`src/rtl/sipo_ctrl_pkg.sv`:
```
// Shared state type and sizing helpers for the SIPO frame controller.
// Defining SIPO_PARITY_CHECK_EN appends one even-parity bit to every frame.
package sipo_ctrl_pkg;

  typedef enum logic [1:0] {
    IDLE  = 2'd0,
    SHIFT = 2'd1,
    HOLD  = 2'd2
  } sipo_state_t;

  localparam int DEFAULT_WORD_WIDTH = 16;

`ifdef SIPO_PARITY_CHECK_EN
  localparam int PARITY_BITS = 1;
`else
  localparam int PARITY_BITS = 0;
`endif

  // Width needed to hold a count from 0 up to and including frame_bits.
  function automatic int count_width(input int frame_bits);
    return $clog2(frame_bits + 1);
  endfunction

endpackage

```
`src/rtl/sipo_shift_stage.sv`:
```
// Enable-gated, clearable shift register; MSB_FIRST selects the shift direction.
module sipo_shift_stage #(
  parameter int WIDTH     = 16,
  parameter bit MSB_FIRST = 1'b1
) (
  input  logic             clk,
  input  logic             srst,
  input  logic             clr,
  input  logic             en,
  input  logic             din,
  output logic [WIDTH-1:0] q
);

  logic [WIDTH-1:0] shift_reg;

  always_ff @(posedge clk) begin
    if (srst || clr) begin
      shift_reg <= '0;
    end else if (en) begin
      if (MSB_FIRST) begin
        shift_reg <= {shift_reg[WIDTH-2:0], din};
      end else begin
        shift_reg <= {din, shift_reg[WIDTH-1:1]};
      end
    end
  end

  assign q = shift_reg;

endmodule

```
`src/rtl/sipo_frame_controller.sv`:
```
// Frames serial bits into words and hands them downstream over valid/ready.
// Defining SIPO_PARITY_CHECK_EN adds a trailing parity bit and Parity_Error_Out.
module sipo_frame_controller
  import sipo_ctrl_pkg::*;
#(
  parameter int  WORD_WIDTH = DEFAULT_WORD_WIDTH,
  parameter bit  MSB_FIRST  = 1'b1,
  localparam int FRAME_BITS = WORD_WIDTH + PARITY_BITS,
  localparam int CW         = count_width(FRAME_BITS)
) (
  input  logic                  Clk_In,
  input  logic                  Reset_In,
  input  logic                  Frame_Start_In,
  input  logic                  Serial_Data_In,
  input  logic                  Bit_Valid_In,
  input  logic                  Word_Ready_In,
  output logic [WORD_WIDTH-1:0] Word_Data_Out,
  output logic                  Word_Valid_Out,
  output logic                  Busy_Out,
  output logic [CW-1:0]         Bit_Count_Out,
`ifdef SIPO_PARITY_CHECK_EN
  output logic                  Parity_Error_Out,
`endif
  output logic                  Overrun_Out
);

  localparam logic [CW-1:0] LAST_COUNT = CW'(FRAME_BITS - 1);
  localparam logic [CW-1:0] WORD_COUNT = CW'(WORD_WIDTH);

  sipo_state_t           state_reg;
  logic [CW-1:0]         count_reg;
  logic [WORD_WIDTH-1:0] word_reg;
  logic                  valid_reg;
  logic                  busy_reg;
  logic                  overrun_reg;
  logic [WORD_WIDTH-1:0] shift_q;
  logic [WORD_WIDTH-1:0] captured;
  logic                  handshake;
  logic                  accept;
  logic                  last_bit;
  logic                  shift_clr;
  logic                  shift_en;

  always_comb begin
    handshake = (state_reg == HOLD) && valid_reg && Word_Ready_In;
    accept    = (state_reg == SHIFT) && Bit_Valid_In && !Frame_Start_In;
    last_bit  = accept && (count_reg == LAST_COUNT);
    shift_clr = Frame_Start_In && ((state_reg != HOLD) || handshake);
    // A trailing parity bit is counted but never shifted into the word.
    shift_en  = accept && (count_reg < WORD_COUNT);
`ifdef SIPO_PARITY_CHECK_EN
    captured = shift_q;
`else
    // The final bit is still in flight, so the word is the register's next value.
    captured = MSB_FIRST ? {shift_q[WORD_WIDTH-2:0], Serial_Data_In}
                         : {Serial_Data_In, shift_q[WORD_WIDTH-1:1]};
`endif
  end

  sipo_shift_stage #(
    .WIDTH     (WORD_WIDTH),
    .MSB_FIRST (MSB_FIRST)
  ) u_shift (
    .clk  (Clk_In),
    .srst (Reset_In),
    .clr  (shift_clr),
    .en   (shift_en),
    .din  (Serial_Data_In),
    .q    (shift_q)
  );

  always_ff @(posedge Clk_In) begin
    if (Reset_In) begin
      state_reg   <= IDLE;
      count_reg   <= '0;
      word_reg    <= '0;
      valid_reg   <= 1'b0;
      busy_reg    <= 1'b0;
      overrun_reg <= 1'b0;
    end else begin
      case (state_reg)
        IDLE: begin
          if (Frame_Start_In) begin
            state_reg <= SHIFT;
            count_reg <= '0;
            busy_reg  <= 1'b1;
          end
        end
        SHIFT: begin
          if (Frame_Start_In) begin
            count_reg <= '0;
          end else if (accept) begin
            count_reg <= count_reg + 1'b1;
            if (last_bit) begin
              state_reg <= HOLD;
              word_reg  <= captured;
              valid_reg <= 1'b1;
            end
          end
        end
        HOLD: begin
          if (Bit_Valid_In) begin
            overrun_reg <= 1'b1;
          end
          if (handshake) begin
            valid_reg <= 1'b0;
            count_reg <= '0;
            state_reg <= Frame_Start_In ? SHIFT : IDLE;
            busy_reg  <= Frame_Start_In;
          end else if (Frame_Start_In) begin
            overrun_reg <= 1'b1;
          end
        end
        default: begin
          state_reg <= IDLE;
          busy_reg  <= 1'b0;
          valid_reg <= 1'b0;
          count_reg <= '0;
        end
      endcase
    end
  end

`ifdef SIPO_PARITY_CHECK_EN
  logic parity_err_reg;

  always_ff @(posedge Clk_In) begin
    if (Reset_In) begin
      parity_err_reg <= 1'b0;
    end else if (last_bit) begin
      parity_err_reg <= (^shift_q) ^ Serial_Data_In;
    end else if (handshake) begin
      parity_err_reg <= 1'b0;
    end
  end

  assign Parity_Error_Out = parity_err_reg;
`endif

  assign Word_Data_Out  = word_reg;
  assign Word_Valid_Out = valid_reg;
  assign Busy_Out       = busy_reg;
  assign Bit_Count_Out  = count_reg;
  assign Overrun_Out    = overrun_reg;

endmodule

```
`config.mk`:
```
export PLATFORM = sky130hd
export DESIGN_NAME = sipo_frame_controller
export DESIGN_NICKNAME = d
export VERILOG_FILES = /design/src/rtl/sipo_ctrl_pkg.sv /design/src/rtl/sipo_shift_stage.sv /design/src/rtl/sipo_frame_controller.sv
export SDC_FILE = /design/constraint.sdc
export NUM_CORES = 1
export LEC_CHECK = 0
export CORE_MARGIN = 4
export CORE_UTILIZATION = 35
export CTS_BUF_LIST = sky130_fd_sc_hd__clkbuf_8
export CTS_CLUSTER_DIAMETER = 30
export DETAILED_ROUTE_END_ITERATION = 16
export DONT_BUFFER_PORTS = 1
export PLACE_DENSITY = 0.59
export RECOVER_POWER = 25
export SLEW_MARGIN = 5
export SYNTH_ARGS = -nofsm -noshare
export SYNTH_HDL_FRONTEND = slang
export SYNTH_HIERARCHICAL = 1
export SYNTH_SLANG_ARGS = --single-unit
```
`constraint.sdc`:
```
create_clock -name Clk_In -period 2.86 [get_ports Clk_In]
set_input_delay 0.715 -clock Clk_In [delete_from_list [all_inputs] [get_ports Clk_In]]
set_output_delay 0.715 -clock Clk_In [all_outputs]
set_load 0.01 [all_outputs]
```
==> results of run 1 <==
[through the flow]
step / area (µm²) / setup slack (ns) / utilization, %
6_report: 1680 / 1.01 / 38.4
5_1_grt: 1680 / 0.860 / 38.4
4_1_cts: 1680 / 1.01 / 38.4
3_5_place_dp: 1580 / 1.02 / 36.1
3_3_place_gp: 1580 / 1.02 / 36.1
2_1_floorplan: 1590 / 1.14 / -
[worst paths after layout]
kind,start,end,slack (ns),cells after the start
setup / recovery,state_reg[1]$_SDFFE_PP0P_,u_shift/q[14]$_SDFFE_PP0P_,1.01,5
hold / removal,u_shift/q[14]$_SDFFE_PP0P_,Word_Data_Out[15]$_SDFFE_PP0P_,0.45,2
setup reg to reg,state_reg[1]$_SDFFE_PP0P_,u_shift/q[14]$_SDFFE_PP0P_,1.01,5
hold reg to reg,u_shift/q[14]$_SDFFE_PP0P_,Word_Data_Out[15]$_SDFFE_PP0P_,0.45,2
[power breakdown]
part	internal (mW)	total (mW)	switching [mW]
sequential	0.574	0.581	0.00651
clock	0.218	0.412	0.194
combinational	0.0114	0.0258	0.0144
[cells in the final DEF, fill, tap and decap left out, drive strengths merged, types with 2 or more instances in the layout]
cell    count
inv         3
ha          2
nand2      35
and4        2
or2         2
nand4       2
nor2       20
a21oi      25
clkbuf      7
a211oi      4
nand3       3
mux2i      15
xnor2       3
dfxtp      41
[routing by layer]
layer	track usage [%]	vias up	routed length, µm
met5	0	-	0
met3	6.73	7	281
li1	-	585	-
met4	4.66	0	50
met2	16.4	25	1260
met1	14.3	505	1360
[critical path, stage by stage, from the launching register on]
cell     delay [ns]
dfxtp_1        0.42
nor2b_1        0.41
nand2_1        0.18
and2_1         0.19
or2_1          0.41
nor2_1         0.18
[layout make-up]
cell class                      instances  area, µm²  share of cell area (%)
Clock inverter                          1       5.00                   0.297
Tap cell                               52       65.1                    3.86
Inverter                                3       11.3                   0.669
Timing Repair Buffer                    1       7.51                   0.446
Clock buffer                            7       96.3                    5.72
Sequential cell                        41        821                    48.7
Multi-Input combinational cell        120        678                    40.3
==> metrics.md, run 1 <==
| Metric | Value |
|---|---|
| Grt total ovfl | 0 |
| VDD IR max | approximately 0.17 mV |
| Total wire length | 2.95 mm |
| Die area | roughly 5700 µm² |
| Crit path DAT | between 2 and 2.5 ns |
| Clk sinks | slightly above 40 |
| Final routed DRC violation total | 0 |
| Fillcell total | 451 |
| Syn_area_per_cell | 9.06 µm² |
| CTS hold repair buffers | 0 |
| Core Rows | 24 |
| Placed Instances | 217 |
| Final std cells w/o fill | between 200 and 250 |
| Syn_nets | 183 |
| Vias per cell | between 4 and 5 |
| Nets | between 150 and 200 |
| Synth warn | 6 |
| Final min period | between 1.5 and 2 ns |
| Initial antenna violation count | 0 |
| Post CTS Setup Buffer Count | 0 |
| Status | completed |
| ANT cells | 0 |
| First-pass GRT wire length | just under 5 mm |
| Layout cells sized above 1 | between 7 and 8% |
| GR Util All Layers | a little under an eighth |
| Syn Inst Count | between 150 and 200 |
| Power Dens Cells | 605 nW/µm² |
| CTS Root Cell | clkbuf_8 |
| Power consumption | between 1 and 1.5 mW |
| Mean routed wirelength per cell | roughly 13 µm |
| CTS tree | yes |
| Slew of the pin with the lowest slew margin | 0.510 ns |
| P&R area growth vs syn | 6.24% |
| Element type at the critical path start | flip-flop |
| Fmax | about 540 MHz |
| Vias in the first global route | between 1,000 and 1,500 |
| Cts bufs inserted | 5 |
| Reg clk slew, reported paths | about 0.08 ns |
| Maxcap violations | 0 |
| CTS Buffer Depth | 2 |
| CORE AREA | 4380 µm² |
| Largest net degree at the start of global routing | 25 |
| Clk_lat worst skew | a little under 0.3 ns |
| Final setup violation count | 0 |
| Die Width | roughly 75 µm |
| Drt pass-1 iters | 4 |
| Setup tns final | 0 ns |
| Final hold violation count | 0 |
| Num ports | 30 |
| Setup Skew | slightly above 0.004 ns |
| Initial Util | 36.2% |
| Hold WC Path Type | reg2reg |
| RePlAce Congestion | approximately 0.73 |
| CP Capture Type | flip-flop |
| DP HPWL | slightly above 2 mm |
| Slew headroom | between 60% and 70% |
| Iter 0 DRT Violations | 42 |
| Max reg flops | 16 |
| H-tree depth | 2 |
| Chip height | about 75 µm |
| # resized after CTS | 0 |
| # port buffers | 0 |
| Worst setup path category | reg2reg |
| Leakage | ~0.55 nW |
| Cell Area, Synth | roughly 1600 µm² |
| Detail Route Antenna Nets | 0 |
| Crit Path Max Fanout | 15 |
| Slew Limit Fails | 0 |
| Share of the cycle needed by the critical path after routing | between 60% and 70% |
| Final hold slack | roughly 0.45 ns |
| Via Count | ~1,100 |
| RSZ-0062 raised after global routing | no |
| CP required | between 3 and 4 ns |
(Power assumes the default switching activity.)
==> run 2: changes to the inputs <==
Clock period 2.86 ns to 1.9 ns, I/O delays scaled along.
==> metrics.md, run 2 (synthesis results as in run 1) <==
| Metric | Value |
|---|---|
| Reg clk slew, reported paths | approximately 0.080 ns |
| Mean routed wirelength per cell | about 14 µm |
| Worst Setup SP | Bit_Count_Out[1]$_SDFFE_PP0P_ |
| Max reg flops | 16 |
| Post CTS Setup Buffer Count | 0 |
| # port buffers | 0 |
| CTS Root Cell | clkbuf_8 |
| GR Util All Layers | roughly an eighth |
| First-pass GRT wire length | 5.10 mm |
| Hold WC Path Type | in2reg |
| ANT cells | 0 |
| H-tree depth | 2 |
| Layout cells sized above 1 | 7.47% |
| CP Capture Type | flip-flop |
| Leakage | between 0.5 and 0.6 nW |
| Worst setup path category | reg2reg |
| P&R area growth vs syn | 8.45% |
| RePlAce Congestion | around 0.72 |
| Placed Instances | approximately 220 |
| Clk_lat worst skew | about 0.3 ns |
| Dpl cell area | 1610 µm² |
| Dpl ws | 0.122 ns |
| # resized after CTS | 0 |
| Iter 0 DRT Violations | 62 |
| Setup tns final | 0 ns |
| Slowest-stage cell, CP | dfxtp_1 |
| Most frequent cells in the layout | dfxtp_1 (41), nand2_1 (35), a21oi_1 (25), nor2_1 (19), mux2i_1 (15) |
| VDD IR max | approximately 0.44 mV |
| Worst path most repeated cell | ha_1 |
| Maxcap violations | 0 |
| Slew Limit Fails | 0 |
| Vias in the first global route | 1,049 |
| Drt pass-1 iters | 4 |
| Largest net degree at the start of global routing | 25 |
| Final min period | roughly 1.8 ns |
| Share of the cycle needed by the critical path after routing | slightly above 90% |
| Cts bufs inserted | 5 |
| Hold path start | Reset_In |
| Final routed DRC violation total | 0 |
| Status | completed |
| Final Cell Area | 1720 µm² |
| CTS Buffer Depth | 2 |
| CP required | 2.14 ns |
| Core Rows | 24 |
| Clk sinks | 41 |
| Final setup violation count | 0 |
| DP HPWL | around 2.1 mm |
| Grt total ovfl | 0 |
| Die Width | between 70 and 80 µm |
| Die area | between 5000 and 6000 µm² |
| Slew headroom | between 60% and 70% |
| Final std cells w/o fill | between 200 and 250 |
| Crit-path cells | ha_1 > and3_1 > ha_1 > and4_4 > or3_1 > a21oi_1 |
| Slowest cell delay on critical path | around 0.37 ns |
| Power Dens Cells | 927 nW/µm² |
| Worst r2r src | Bit_Count_Out[1]$_SDFFE_PP0P_ |
| Setup Skew | between 0.007 and 0.008 ns |
| Post-route setup slack | approximately 0.14 ns |
| Crit path DAT | roughly 2.0 ns |
| Num ports | 30 |
| Crit Path Max Fanout | 17 |
| Chip height | about 75 µm |
| Final hold violation count | 0 |
| Total wire length | slightly above 3 mm |
| Detail Route Antenna Nets | 0 |
| CTS tree | yes |
| CORE AREA | between 4000 and 5000 µm² |
| Element type at the critical path start | flip-flop |
| Vias per cell | 4.92 |
| Slew of the pin with the lowest slew margin | 0.498 ns |
| Fmax | about 570 MHz |
| RSZ-0062 raised after global routing | no |
| CTS hold repair buffers | 0 |
| Nets | about 180 |
| Initial antenna violation count | 0 |
| Most common library cell in the layout ignoring fill and taps | dfxtp_1 |
| Initial Util | approximately 36% |
| Via Count | 1,113 |
[run 2: cell count changes in the layout (fill, tap and decap cells not counted)]
cell       delta
buf_12        +1
bufinv_16     +1
clkbuf_1      +1
clkbuf_8      -2
nand4_2       -1
nand4_4       +1
[run 2: path summary, 6_finish.rpt]
path | endpoint | slack [ns] | cells past startpoint
setup / recovery | state_reg[0]$_SDFFE_PP0P_ | 0.14 | 6
setup reg to reg | state_reg[0]$_SDFFE_PP0P_ | 0.14 | 6
hold / removal | Bit_Count_Out[1]$_SDFFE_PP0P_ | 0.24 | 1
hold reg to reg | Word_Data_Out[15]$_SDFFE_PP0P_ | 0.45 | 2
[run 2: per-stage QoR]
stage	total power, mW	hold slack (ns)	util [%]
after CTS	1.61	0.232	39.1
final	1.59	0.238	39.2
after floorplan	0.937	0.431	-
after detailed placement	0.938	0.440	36.7
after global routing	1.65	0.224	39.2
after global placement	0.939	0.444	36.7
[run 2: report_power, final]
group	switching (mW)	leakage, nW	internal, mW
Sequential	0.00886	0.331	0.865
Combinational	0.0246	0.172	0.0206
Clock	0.293	0.0540	0.382
[run 2: critical path: cells and delay by family (launching register included)]
family | cells | cell delay [ns]
simple gates | 3 | 0.77
flops | 1 | 0.37
fa+ha+maj | 2 | 0.43
compound gates | 1 | 0.14
[run 2: cell type report]
class	instances	area, µm²
Multi-Input combinational cell	120	687
Clock buffer	5	68.8
Fill cell	445	2670
Timing Repair Buffer	3	31.3
Sequential cell	41	821
Tap cell	52	65.1
Clock inverter	2	35.0
Inverter	3	11.3
[run 2: metal layers]
layer | share of wire (%) | vias to the layer above | track usage, % | routed length (µm)
met5 | 0 | - | 0 | 0
met4 | 1.4 | 0 | 3.50 | 43
met3 | 8.7 | 5 | 6.99 | 269
met2 | 42 | 29 | 17.6 | 1310
met1 | 47 | 503 | 15.3 | 1460
li1 | - | 576 | - | -
